**src/rtl/snooper_pkg.sv**
```systemverilog
// Shared definitions for the dataval frame snooper.
//
// Contents:
//   snoopState_e  - FSM state encoding (IDLE, CAPTURE, DROP, COMMIT)
//   COUNT_EXTRA   - extra bits a word counter needs over the word address,
//                   so the counter can hold the full 2**ADDR_WIDTH count
//   STATS_WIDTH   - width of the optional frame statistics counters
//   countWidth()  - helper turning a word-address width into a counter width
package snooper_pkg;

    typedef enum logic [1:0] {
        IDLE    = 2'd0,
        CAPTURE = 2'd1,
        DROP    = 2'd2,
        COMMIT  = 2'd3
    } snoopState_e;

    localparam int unsigned COUNT_EXTRA = 1;
    localparam int unsigned STATS_WIDTH = 32;

    function automatic int unsigned countWidth(input int unsigned addrWidth);
        return addrWidth + COUNT_EXTRA;
    endfunction

endpackage

```
**src/rtl/snooper_stats.sv**
```systemverilog
// Optional frame statistics for the dataval frame snooper.
// Only present when DATAVAL_SNOOPER_STATS_EN is defined.
//
// Ports:
//   clk             - rising-edge clock
//   rst_n           - asynchronous active-low reset
//   frameDone_i     - one-cycle pulse per committed frame
//   dropEntry_i     - one-cycle pulse per entry into the DROP state
//   framesOk_o      - wrapping count of committed frames
//   framesDropped_o - wrapping count of DROP entries
`ifdef DATAVAL_SNOOPER_STATS_EN
module snooper_stats
    import snooper_pkg::*;
(
    input  logic                   clk,
    input  logic                   rst_n,
    input  logic                   frameDone_i,
    input  logic                   dropEntry_i,
    output logic [STATS_WIDTH-1:0] framesOk_o,
    output logic [STATS_WIDTH-1:0] framesDropped_o
);

    logic [STATS_WIDTH-1:0] framesOk_q;
    logic [STATS_WIDTH-1:0] framesDropped_q;

    // Free-running counters; they wrap silently at 2**STATS_WIDTH.
    always_ff @(posedge clk or negedge rst_n) begin
        if (!rst_n) begin
            framesOk_q      <= '0;
            framesDropped_q <= '0;
        end else begin
            if (frameDone_i) begin
                framesOk_q <= framesOk_q + STATS_WIDTH'(1);
            end
            if (dropEntry_i) begin
                framesDropped_q <= framesDropped_q + STATS_WIDTH'(1);
            end
        end
    end

    assign framesOk_o      = framesOk_q;
    assign framesDropped_o = framesDropped_q;

endmodule
`endif

```
**src/rtl/dataval_frame_snooper.sv**
```systemverilog
// Dataval frame snooper: watches a strobed data bus and copies each frame
// into a packet memory, starting at word address 0, reporting completion
// with a one-cycle done pulse plus word count and truncation flag.
//
// A frame is only captured if mem_ready is high on its first beat;
// otherwise the whole frame is discarded. Beats beyond MAX_WORDS are not
// written but still counted for the truncation flag.
//
// Ports:
//   clk, rst_n      - clock, asynchronous active-low reset
//   data, strobe    - snooped bus word and its valid
//   last            - strobed word is the final word of the frame
//   mem_ready       - memory can accept a new frame (sampled at frame start)
//   wr_addr/data/en - registered packet memory write port
//   done            - one-cycle pulse after the final write of a frame
//   word_count      - words written for the committed frame (held)
//   truncated       - committed frame exceeded MAX_WORDS (held)
//   frames_ok, frames_dropped - statistics, only with DATAVAL_SNOOPER_STATS_EN
//
// Configuration macro: DATAVAL_SNOOPER_STATS_EN
module dataval_frame_snooper
    import snooper_pkg::*;
#(
    parameter int DATA_WIDTH = 32,
    parameter int ADDR_WIDTH = 10,
    parameter int MAX_WORDS  = 2 ** ADDR_WIDTH
) (
    input  logic                   clk,
    input  logic                   rst_n,
    input  logic [DATA_WIDTH-1:0]  data,
    input  logic                   strobe,
    input  logic                   last,
    input  logic                   mem_ready,
    output logic [ADDR_WIDTH-1:0]  wr_addr,
    output logic [DATA_WIDTH-1:0]  wr_data,
    output logic                   wr_en,
    output logic                   done,
    output logic [ADDR_WIDTH:0]    word_count,
    output logic                   truncated
`ifdef DATAVAL_SNOOPER_STATS_EN
    ,
    output logic [STATS_WIDTH-1:0] frames_ok,
    output logic [STATS_WIDTH-1:0] frames_dropped
`endif
);

    localparam int CNT_W = int'(countWidth(ADDR_WIDTH));
    localparam logic [CNT_W-1:0] MAX_CNT = CNT_W'(MAX_WORDS);

    snoopState_e           state_q;
    logic                  wrEn_q;
    logic [ADDR_WIDTH-1:0] wrAddr_q;
    logic [DATA_WIDTH-1:0] wrData_q;
    logic                  done_q;
    logic [CNT_W-1:0]      wordCount_q;
    logic                  truncated_q;
    logic [CNT_W-1:0]      written_q;
    logic                  overflow_q;
    logic [CNT_W-1:0]      written_d;
    logic                  roomLeft;
`ifdef DATAVAL_SNOOPER_STATS_EN
    logic                  dropPulse_q;
`endif

    // written_q counts words already stored in the current frame, which is
    // also the address of the next word; it never exceeds MAX_WORDS, so the
    // address taken from its low bits cannot wrap.
    assign written_d = written_q + CNT_W'(1);
    assign roomLeft  = (written_q < MAX_CNT);

    // Frame FSM with all outputs registered. COMMIT behaves like IDLE for
    // new strobes so a frame can start in the same cycle the previous one
    // is being committed, with no lost beat.
    always_ff @(posedge clk or negedge rst_n) begin
        if (!rst_n) begin
            state_q     <= IDLE;
            wrEn_q      <= 1'b0;
            wrAddr_q    <= '0;
            wrData_q    <= '0;
            done_q      <= 1'b0;
            wordCount_q <= '0;
            truncated_q <= 1'b0;
            written_q   <= '0;
            overflow_q  <= 1'b0;
`ifdef DATAVAL_SNOOPER_STATS_EN
            dropPulse_q <= 1'b0;
`endif
        end else begin
            wrEn_q <= 1'b0;
            done_q <= 1'b0;
`ifdef DATAVAL_SNOOPER_STATS_EN
            dropPulse_q <= 1'b0;
`endif
            case (state_q)
                IDLE, COMMIT: begin
                    // Report the frame whose last write is on the bus now.
                    if (state_q == COMMIT) begin
                        done_q      <= 1'b1;
                        wordCount_q <= written_q;
                        truncated_q <= overflow_q;
                    end
                    if (strobe) begin
                        if (mem_ready) begin
                            wrEn_q     <= 1'b1;
                            wrAddr_q   <= '0;
                            wrData_q   <= data;
                            written_q  <= CNT_W'(1);
                            overflow_q <= 1'b0;
                            state_q    <= last ? COMMIT : CAPTURE;
                        end else begin
                            state_q <= last ? IDLE : DROP;
`ifdef DATAVAL_SNOOPER_STATS_EN
                            dropPulse_q <= !last;
`endif
                        end
                    end else begin
                        state_q <= IDLE;
                    end
                end
                CAPTURE: begin
                    if (strobe) begin
                        if (roomLeft) begin
                            wrEn_q    <= 1'b1;
                            wrAddr_q  <= written_q[ADDR_WIDTH-1:0];
                            wrData_q  <= data;
                            written_q <= written_d;
                        end else begin
                            overflow_q <= 1'b1;
                        end
                        if (last) begin
                            state_q <= COMMIT;
                        end
                    end
                end
                DROP: begin
                    if (strobe && last) begin
                        state_q <= IDLE;
                    end
                end
                default: begin
                    state_q <= IDLE;
                end
            endcase
        end
    end

    assign wr_en      = wrEn_q;
    assign wr_addr    = wrAddr_q;
    assign wr_data    = wrData_q;
    assign done       = done_q;
    assign word_count = wordCount_q;
    assign truncated  = truncated_q;

`ifdef DATAVAL_SNOOPER_STATS_EN
    snooper_stats uStats (
        .clk             (clk),
        .rst_n           (rst_n),
        .frameDone_i     (done_q),
        .dropEntry_i     (dropPulse_q),
        .framesOk_o      (frames_ok),
        .framesDropped_o (frames_dropped)
    );
`endif

endmodule

```
**config.mk**
```make
export PLATFORM = sky130hd
export DESIGN_NAME = dataval_frame_snooper
export DESIGN_NICKNAME = d
export VERILOG_FILES = /design/src/rtl/snooper_pkg.sv /design/src/rtl/snooper_stats.sv /design/src/rtl/dataval_frame_snooper.sv
export SDC_FILE = /design/constraint.sdc
export NUM_CORES = 1
export LEC_CHECK = 0
export ABC_CLOCK_PERIOD_IN_PS = 2700
export CAP_MARGIN = 20
export CORE_ASPECT_RATIO = 1.2
export CORE_MARGIN = 5
export CORE_UTILIZATION = 50
export DETAILED_ROUTE_END_ITERATION = 8
export GPL_TIMING_DRIVEN = 0
export PLACE_DENSITY_LB_ADDON = 0.2
export REMOVE_ABC_BUFFERS = 1
export SLEW_MARGIN = 0
export SYNTH_ARGS = -nofsm -noshare
export SYNTH_HDL_FRONTEND = slang
export SYNTH_SLANG_ARGS = --single-unit
```
**constraint.sdc**
```tcl
create_clock -name clk -period 2.7 [get_ports clk]
set_input_delay 0.54 -clock clk [delete_from_list [all_inputs] [get_ports clk]]
set_output_delay 0.54 -clock clk [all_outputs]
set_load 0.01 [all_outputs]
```
### After elaboration in Yosys (flattened, before gate mapping)

Cells that the tools add are included.
Widths: inputs -> output; s select.

* flip-flop bits (word level): 70
* memory bits (read-only): 0
* output and inout bits: 56
* bits in writable memories: 0
* memories: 0
* bits in latches: 0
* bits of input ports: 37
* word-level logic and storage cells: 64

* $mul: 0
* muxes and demuxes: 35
* equality and inequality tests: 10
* reductions and logical operators: 8
* bitwise gates (word level): 0
* shifts and indexed selects: 0
* magnitude comparators: 1
* add/subtract/negate cells: 1
* divide/modulo/power cells: 0

Operators by type and width (number)
* $mux 32: 4
* $pmux 32 s2: 1
* $mux 11: 4
* $mux 10: 4
* $pmux 11 s2: 1
* $pmux 10 s2: 1
* $mux 2: 7
* $ne 2x2->1 const B: 7
* $add 11x1->11 const B: 1
* $lt 11x11->1 const B: 1
* $mux 1: 10
* $reduce_and 5->1: 2
* $pmux 2 s3: 1
* $eq 2x2->1 const B: 2
* $pmux 1 s2: 2
* $reduce_and 3->1: 1
* $eq 2x1->1 const B: 1
* $logic_not 2->1: 1
* $reduce_and 2->1: 1
* $reduce_bool 2->1: 1
* $reduce_or 2->1: 1
* $logic_and 1x1->1: 1

### Longest topological paths before layout

Gate-level depths: netlist of the first run.

* word-level depth: 4
* mapped depth: 9
* mapped depth without buffers: 6

### Worst setup path after synthesis of the first run

No wires, ideal clock.

* path type: register to register
* start point: reg state_q[0]
* end point: reg written_q[7]
* library setup time: 69 ps
* path slack: 975 ps
* path buffers: 0
* stages on the path, launching flop included: 7
* period minus slack after synthesis: 1725 ps
* data arrival time: 1656 ps
* data required time: 2631 ps
* cell sequence: dfrtp_1 -> inv_1 -> ha_1 -> nand2b_2 -> o2111ai_4 -> or4b_1 -> nand3_1

* cells in the longest elaborated chain, start to end: 4
* elaborated cells between the ends (all ways): 11
* those cells by class: eq/ne: 6; mux: 1; reduce/logical: 4

Ends and longest elaborated chain
* from (decl): RTL line dataval_frame_snooper.sv:50 `snoopState_e state_q;`
* from (signal assigned): RTL line dataval_frame_snooper.sv:109 `state_q <= last ? COMMIT : CAPTURE;`
* from (signal assigned): RTL line dataval_frame_snooper.sv:111 `state_q <= last ? IDLE : DROP;`
* $eq 2x2->1 / $logic_not 2->1 (equally long branches): RTL line dataval_frame_snooper.sv:94 `case (state_q)`
* $reduce_or 2->1: RTL line dataval_frame_snooper.sv:94
* $ne 2x2->1 (no source line) / $reduce_bool 2->1 (equally long branches)
* $reduce_and 5->1 (no source line)
* to (signal assigned): RTL line dataval_frame_snooper.sv:126 `written_q <= written_d;`
* to (decl): RTL line dataval_frame_snooper.sv:57 `logic [CNT_W-1:0] written_q;`

Several ways; a longest one is shown, not always the timed one.
A chain may end at the register's enable or synchronous reset.

### Worst setup path after layout of the first run

* start point: reg state_q[1]
* end point: reg written_q[0]

The elaborated chain is that of the path after synthesis.

==> reports/summary.txt, run 1 <==
Worst-path cell chain -> inv_1 -> ha_2 -> o2111a_2 -> and3_1 -> nor2_1
Total power -> 4.23 mW
RR Startpoint -> state_q[1]
CTS buffer count -> 9
Unrepaired setup endpoints after global routing -> false
Fin crit period -> 2.36 ns
Final Hold Vio Count -> 0
Starting DRC count in detailed routing -> 116
Dpl cell area -> 0.00389 mm²
Mean post-synth cell area -> 9.90 µm²
Max_cap viols -> 0
Worst vdd ir -> 546 µV
Synth Cell Area -> 0.00293 mm²
Final instance area -> 0.00406 mm²
Final cell count without fillers -> 464
Worst-Margin Slew -> 0.846 ns
Final Util -> 71.5%
Antenna Cells -> 0
TritonCTS clock tree -> built
Initial antenna violation count -> 0
Worst slew margin -> 43.6%
GP Congestion -> 0.765
Post-CTS Setup Bufs -> 0
Final setup viols -> 0
Reg2reg path depth -> 5
Die H -> 93.9 µm
Flop-to-flop setup slack -> 0.34 ns
Arr. time, crit path -> 2.59 ns
First-pass GRT wire length -> 10.8 mm
CP Launch Type -> flip-flop
Status -> finished clean
Grt ovf -> 0
Unique masters post-synth -> 33
Largest net degree at the start of global routing -> 71
CP max-delay cell -> o2111a_2
Synth-to-layout area growth -> 38.3%
Core ar. -> 0.00567 mm²
Top cell type's share of synthesized area -> 59.8%
Critical path class -> flip-flop to flip-flop
Crit-path max FO -> 43
Post-route ant nets -> 0
Detail Placement HPWL -> 4.34 mm
Nets -> 423
#FFs+latches synth -> 70
Clk root buf -> clkbuf_8
F_max -> 423 MHz
Port buffer count -> 92
Register clock-pin slew on the reported worst setup and hold paths -> 0.07 ns
Cell count after synthesis -> 296
Clk_lat worst skew -> 0.34 ns
Clock skew -> 0.00915 ns
Final worst slack -> 0.336 ns
Die W -> 79.9 µm
Worst r2r dst -> written_q[0]
Routed wire per std cell -> 14.0 µm
TNS Setup -> 0 ns
Crit path capture type -> flip-flop
Critical Path Max Stage Delay -> 0.85 ns
Pre-CTS setup slack -> -0.0479 ns
Vias in the first global route -> 2,321
Cell total after placement -> 451
Sequential share of the synthesized area -> 59.8%
Hold Crit Class -> input port to async pin
P_leak -> 1.93 nW
H-tree levels -> 3
Drt total wl -> 6.52 mm
Final routed DRC violation total -> 0
Critical path required time -> 2.93 ns
Vias -> 2,302
Total GRT Usage -> 18.6%
Slew Viols, Final -> 0
Synth area leaders -> dfrtp_1 60%, nand2_1 15%, mux2_2 4.6%
WHS -> 0.310 ns
Largest area contributor in the synthesized netlist -> dfrtp_1
Row count -> 30
Clock Path Buffers -> 2
Warnings from Yosys -> 0
Starting Density -> 51.7%
Die area -> 0.00750 mm²
Ratio of cells with drive above 1 in the final layout -> 8.59%
Cell Pwr Density -> 1040 mW/mm²
Post-route clock period utilization -> 87.6%
I/O pin count -> 93
Clock Sinks -> 70
Via/cell ratio -> 4.96
First-pass detailed-route iteration total -> 4
==> routing by layer <==
layer  up-vias  share of wire [%]  GRT usage [%]  wire length (µm)
met4         0                1.6           7.89               102
met3        11                8.5           7.39               551
met2        66                 48           29.8              3140
met5         -                  0              0                 0
met1      1086                 42           22.1              2720
li1       1139                  -              -                 -
==> flip-flops by register name, indices dropped and copies added (netlist names) <==
register / count
written_q: 11
wr_addr: 10
word_count: 11
wr_data: 32
state_q: 2
done: 1
overflow_q: 1
wr_en: 1
truncated: 1
==> cells in the mapped netlist <==
library cell and number:
nand4b_1 3, a311oi_1 1, buf_1 1, a41oi_1 1, buf_2 10, nor3_1 1
nand2_2 1, o2111ai_4 1, a221o_1 1, nor2b_1 1, xnor2_1 1, inv_1 3
nand3_1 12, a21oi_1 4, and3_1 6, dfrtp_1 70, o21ai_0 7, nand2b_1 4
nor2_1 7, o211ai_1 2, clkbuf_1 7, a31oi_1 3, o2111a_1 2, nand2b_2 1
a21o_1 1, nor3b_1 2, mux2_2 12, or4b_1 1, or2_2 1, a22o_1 3
nand2_1 121, ha_1 4, a211o_1 1
==> cells by family after synthesis <==
group	share of synthesized area [%]
DFF	59.8
AOI/OAI and AO/OA	7.09
buffers and inverters	3.12
and+or+nand+nor	23.4
xor gates and xnor gates	0.299
muxes	4.61
adders and majority gates	1.71
==> critical path: cells and delay by family, from the launching register on <==
family	cells	cell delay [ns]
flops	1	0.40
buf+inv	1	0.10
simple gates	2	0.33
compound gates	1	0.85
fa+ha+maj	1	0.55
==> worst max-delay path by stage <==
stage / start / endpoint / slack [ns] / depth (start not counted)
after floorplan: state_q[1] / written_q[7] / 0.22 / 5
after global placement: rst_n / wr_data[12] / -1.29 / 1
after detailed placement: state_q[1] / written_q[0] / -0.05 / 5
after CTS: state_q[1] / written_q[0] / 0.30 / 5
after global routing: state_q[1] / written_q[4] / 0.1 / 6
final: state_q[1] / written_q[0] / 0.34 / 5
==> layout make-up <==
type                    count  area [µm²]
fillers                   427        1610
repair buffers             93         938
inverters                   3        11.3
flip-flops and latches     70        1750
clock inverters             2        10.0
clock buffers              11         151
multi-input cells         205        1090
well taps                  80         100
==> cells in the final DEF, fill, tap and decap left out, types with 2 or more instances in the layout <==
master             n
a21oi_1            4
a22o_1             3
a31oi_1            3
and3_1             6
clkbuf_8          11
clkdlybuf4s50_1   91
clkinv_2           2
dfrtp_1           70
ha_1               3
inv_1              3
mux2_2            12
nand2_1          121
nand2b_1           4
nand3_1           12
nand4b_1           3
nor2_1             7
nor3b_1            2
o211ai_1           2
o21ai_0            7
==> power breakdown <==
part | switching [mW] | total, mW | internal (mW) | leakage [nW]
clock network | 0.357 | 0.723 | 0.365 | 0.0869
registers | 0.221 | 1.63 | 1.41 | 0.909
logic | 0.960 | 1.88 | 0.917 | 0.933
total | 1.54 | 4.23 | 2.69 | 1.93
==> repair_timing <==
action | CTS | global route
hold buffers | 0 | 0
resized for setup | 1 | 0
endpoints found under the setup margin | 7 | 0
(Power assumes the default switching activity.)
==> run 2, diff against run 1 <==
- CORE_MARGIN: 5 -> unset
==> run 2 against run 1 <==
Maximum frequency is 2.8% higher. Critical path type unchanged. Die area is 18% lower. Largest cell class unchanged. Routed wire length is 5.7% lower. Critical endpoint unchanged. Clock power is 16% higher. Non-clock buffer count is 1 higher.
==> reports/summary.txt, run 2 (synthesis gave the netlist of run 1 again) <==
Critical path class -> flip-flop to flip-flop (unchanged)
Worst Setup SP -> state_q[1] (unchanged)
Clk_lat worst skew -> 0.34 ns (about the same)
P_leak -> 1.96 nW (was 1.93 nW)
Total power -> 4.42 mW (was 4.23 mW)
Row count -> 30 (unchanged)
Slew Viols, Final -> 0 (unchanged)
Nets -> 424 (was 423)
CP max-delay cell -> o2111a_2 (unchanged)
First-pass detailed-route iteration total -> 6 (was 4)
Commonest non-fill, non-tap cells in the layout -> 121 x nand2_1, 91 x clkdlybuf4s50_1, 70 x dfrtp_1 (unchanged)
Sequential cell area -> 0.00175 mm² (unchanged)
Post-route ant nets -> 0 (unchanged)
Initial antenna violation count -> 0 (unchanged)
Worst-path cell chain -> inv_1 -> ha_2 -> o2111a_2 -> and3_1 -> nor2_1 (unchanged)
Clock skew -> 0.00599 ns (was 0.00915 ns)
I/O pin count -> 93 (unchanged)
Clk root buf -> clkbuf_8 (unchanged)
Hold buffer count at CTS -> 0 (unchanged)
Ratio of cells with drive above 1 in the final layout -> 9.28% (was 8.59%)
Reg2reg path depth -> 5 (unchanged)
Crit-path max FO -> 43 (unchanged)
Area of the multi-input gates -> 0.00109 mm² (unchanged)
Max_cap viols -> 0 (unchanged)
Status -> finished clean (unchanged)
Crit. path cell count -> 5 (unchanged)
Worst-Margin Slew -> 0.851 ns (was 0.846 ns)
Final routed DRC violation total -> 0 (unchanged)
Vias in the first global route -> 2,376 (was 2,321)
Antenna Cells -> 0 (unchanged)
Die H -> 85.9 µm (was 93.9 µm)
Die area -> 0.00617 mm² (was 0.00750 mm²)
Final Hold Vio Count -> 0 (unchanged)
Worst path bufs/invs -> 1 (unchanged)
F_max -> 435 MHz (was 423 MHz)
Core ar. -> 0.00567 mm² (unchanged)
First-pass GRT wire length -> 10.4 mm (was 10.8 mm)
RR Startpoint -> state_q[1] (unchanged)
Total GRT Usage -> 21.9% (was 18.6%)
Largest net degree at the start of global routing -> 71 (unchanged)
TritonCTS clock tree -> built (unchanged)
GP Congestion -> 0.734 (was 0.765)
TNS Setup -> 0 ns (unchanged)
Worst slew margin -> 43.3% (was 43.6%)
Detail Placement HPWL -> 4.10 mm (was 4.34 mm)
Critical Path Max Stage Delay -> 0.82 ns (was 0.85 ns)
Commonest non-fill, non-tap cell in the layout -> nand2_1 (unchanged)
Worst r2r dst -> written_q[0] (unchanged)
Arr. time, crit path -> 2.53 ns (was 2.59 ns)
Die W -> 71.9 µm (was 79.9 µm)
Grt ovf -> 0 (unchanged)
Fin crit period -> 2.30 ns (was 2.36 ns)
Clock Path Buffers -> 2 (unchanged)
Cell total after placement -> 452 (was 451)
CP top delay family -> compound AO/OA/AOI/OAI gates (unchanged)
Final setup viols -> 0 (unchanged)
Port buffer count -> 92 (unchanged)
Cell Pwr Density -> 1070 mW/mm² (was 1040 mW/mm²)
Critical path required time -> 2.93 ns (about the same)
Clock Sinks -> 70 (unchanged)
Starting Density -> 51.7% (unchanged)
Drt total wl -> 6.15 mm (was 6.52 mm)
Vias -> 2,334 (was 2,302)
Post-route clock period utilization -> 85.2% (was 87.6%)
Register clock-pin slew on the reported worst setup and hold paths -> 0.07 ns (about the same)
Post-CTS Setup Bufs -> 0 (unchanged)
Via/cell ratio -> 4.99 (was 4.96)
Starting DRC count in detailed routing -> 142 (was 116)
Worst vdd ir -> 657 µV (was 546 µV)
CTS buffer count -> 9 (unchanged)
Crit path capture type -> flip-flop (unchanged)
CP Launch Type -> flip-flop (unchanged)
Final cell count without fillers -> 468 (was 464)
Flop-to-flop setup slack -> 0.40 ns (was 0.34 ns)
Hold Crit Class -> input port to async pin (unchanged)
Synth-to-layout area growth -> 40.8% (was 38.3%)
Unrepaired setup endpoints after global routing -> false (unchanged)
Routed wire per std cell -> 13.1 µm (was 14.0 µm)
Largest register FFs -> 32 (unchanged)
H-tree levels -> 3 (unchanged)
# fillers -> 408 (was 427)
[run 2: report_power, final]
group | total [mW] | switching (mW) | internal [mW]
clock | 0.842 | 0.369 | 0.473
combinational | 1.95 | 0.973 | 0.974
sequential | 1.63 | 0.220 | 1.41
total | 4.42 | 1.56 | 2.86
[run 2: metal layers]
metal  vias up  routed length, µm  GRT usage [%]
met1      1122               2680           25.3
li1       1143                  -              -
met3         7                410           7.87
met5         -                  0              0
met4         0                 90           9.27
met2        62               2970           36.7
[run 2: timing repair]
item / in CTS / in global routing
pin swaps: 1 / 0
gates resized for setup: 0 / 1
setup endpoints to repair: 2 / 37
[run 2: layout make-up]
type                    count  area share [%]
clock buffers              12            3.76
clock inverters             4            1.09
inverters                   3           0.273
multi-input cells         205            26.5
flip-flops and latches     70            42.4
well taps                  80            2.42
repair buffers             94            23.6
[run 2: per-stage QoR]
stage               hold WS [ns]  setup slack (ns)  utilization (%)  cell area (µm²)
floorplan                  0.244             0.221                -             2850
global placement           0.451             -1.26             68.3             3870
detailed placement         0.459          -0.00240             69.3             3930
CTS                        0.330            0.0160             72.8             4130
global route               0.386             0.166             72.8             4130
finish                     0.305             0.399             72.8             4130
[run 2: worst max path at each step]
stage / to / slack (ns)
global route: written_q[10] / 0.17
CTS: written_q[10] / 0.02
detailed placement: written_q[10] / -0.002
floorplan: written_q[7] / 0.22
global placement: wr_data[9] / -1.26
finish: written_q[0] / 0.40
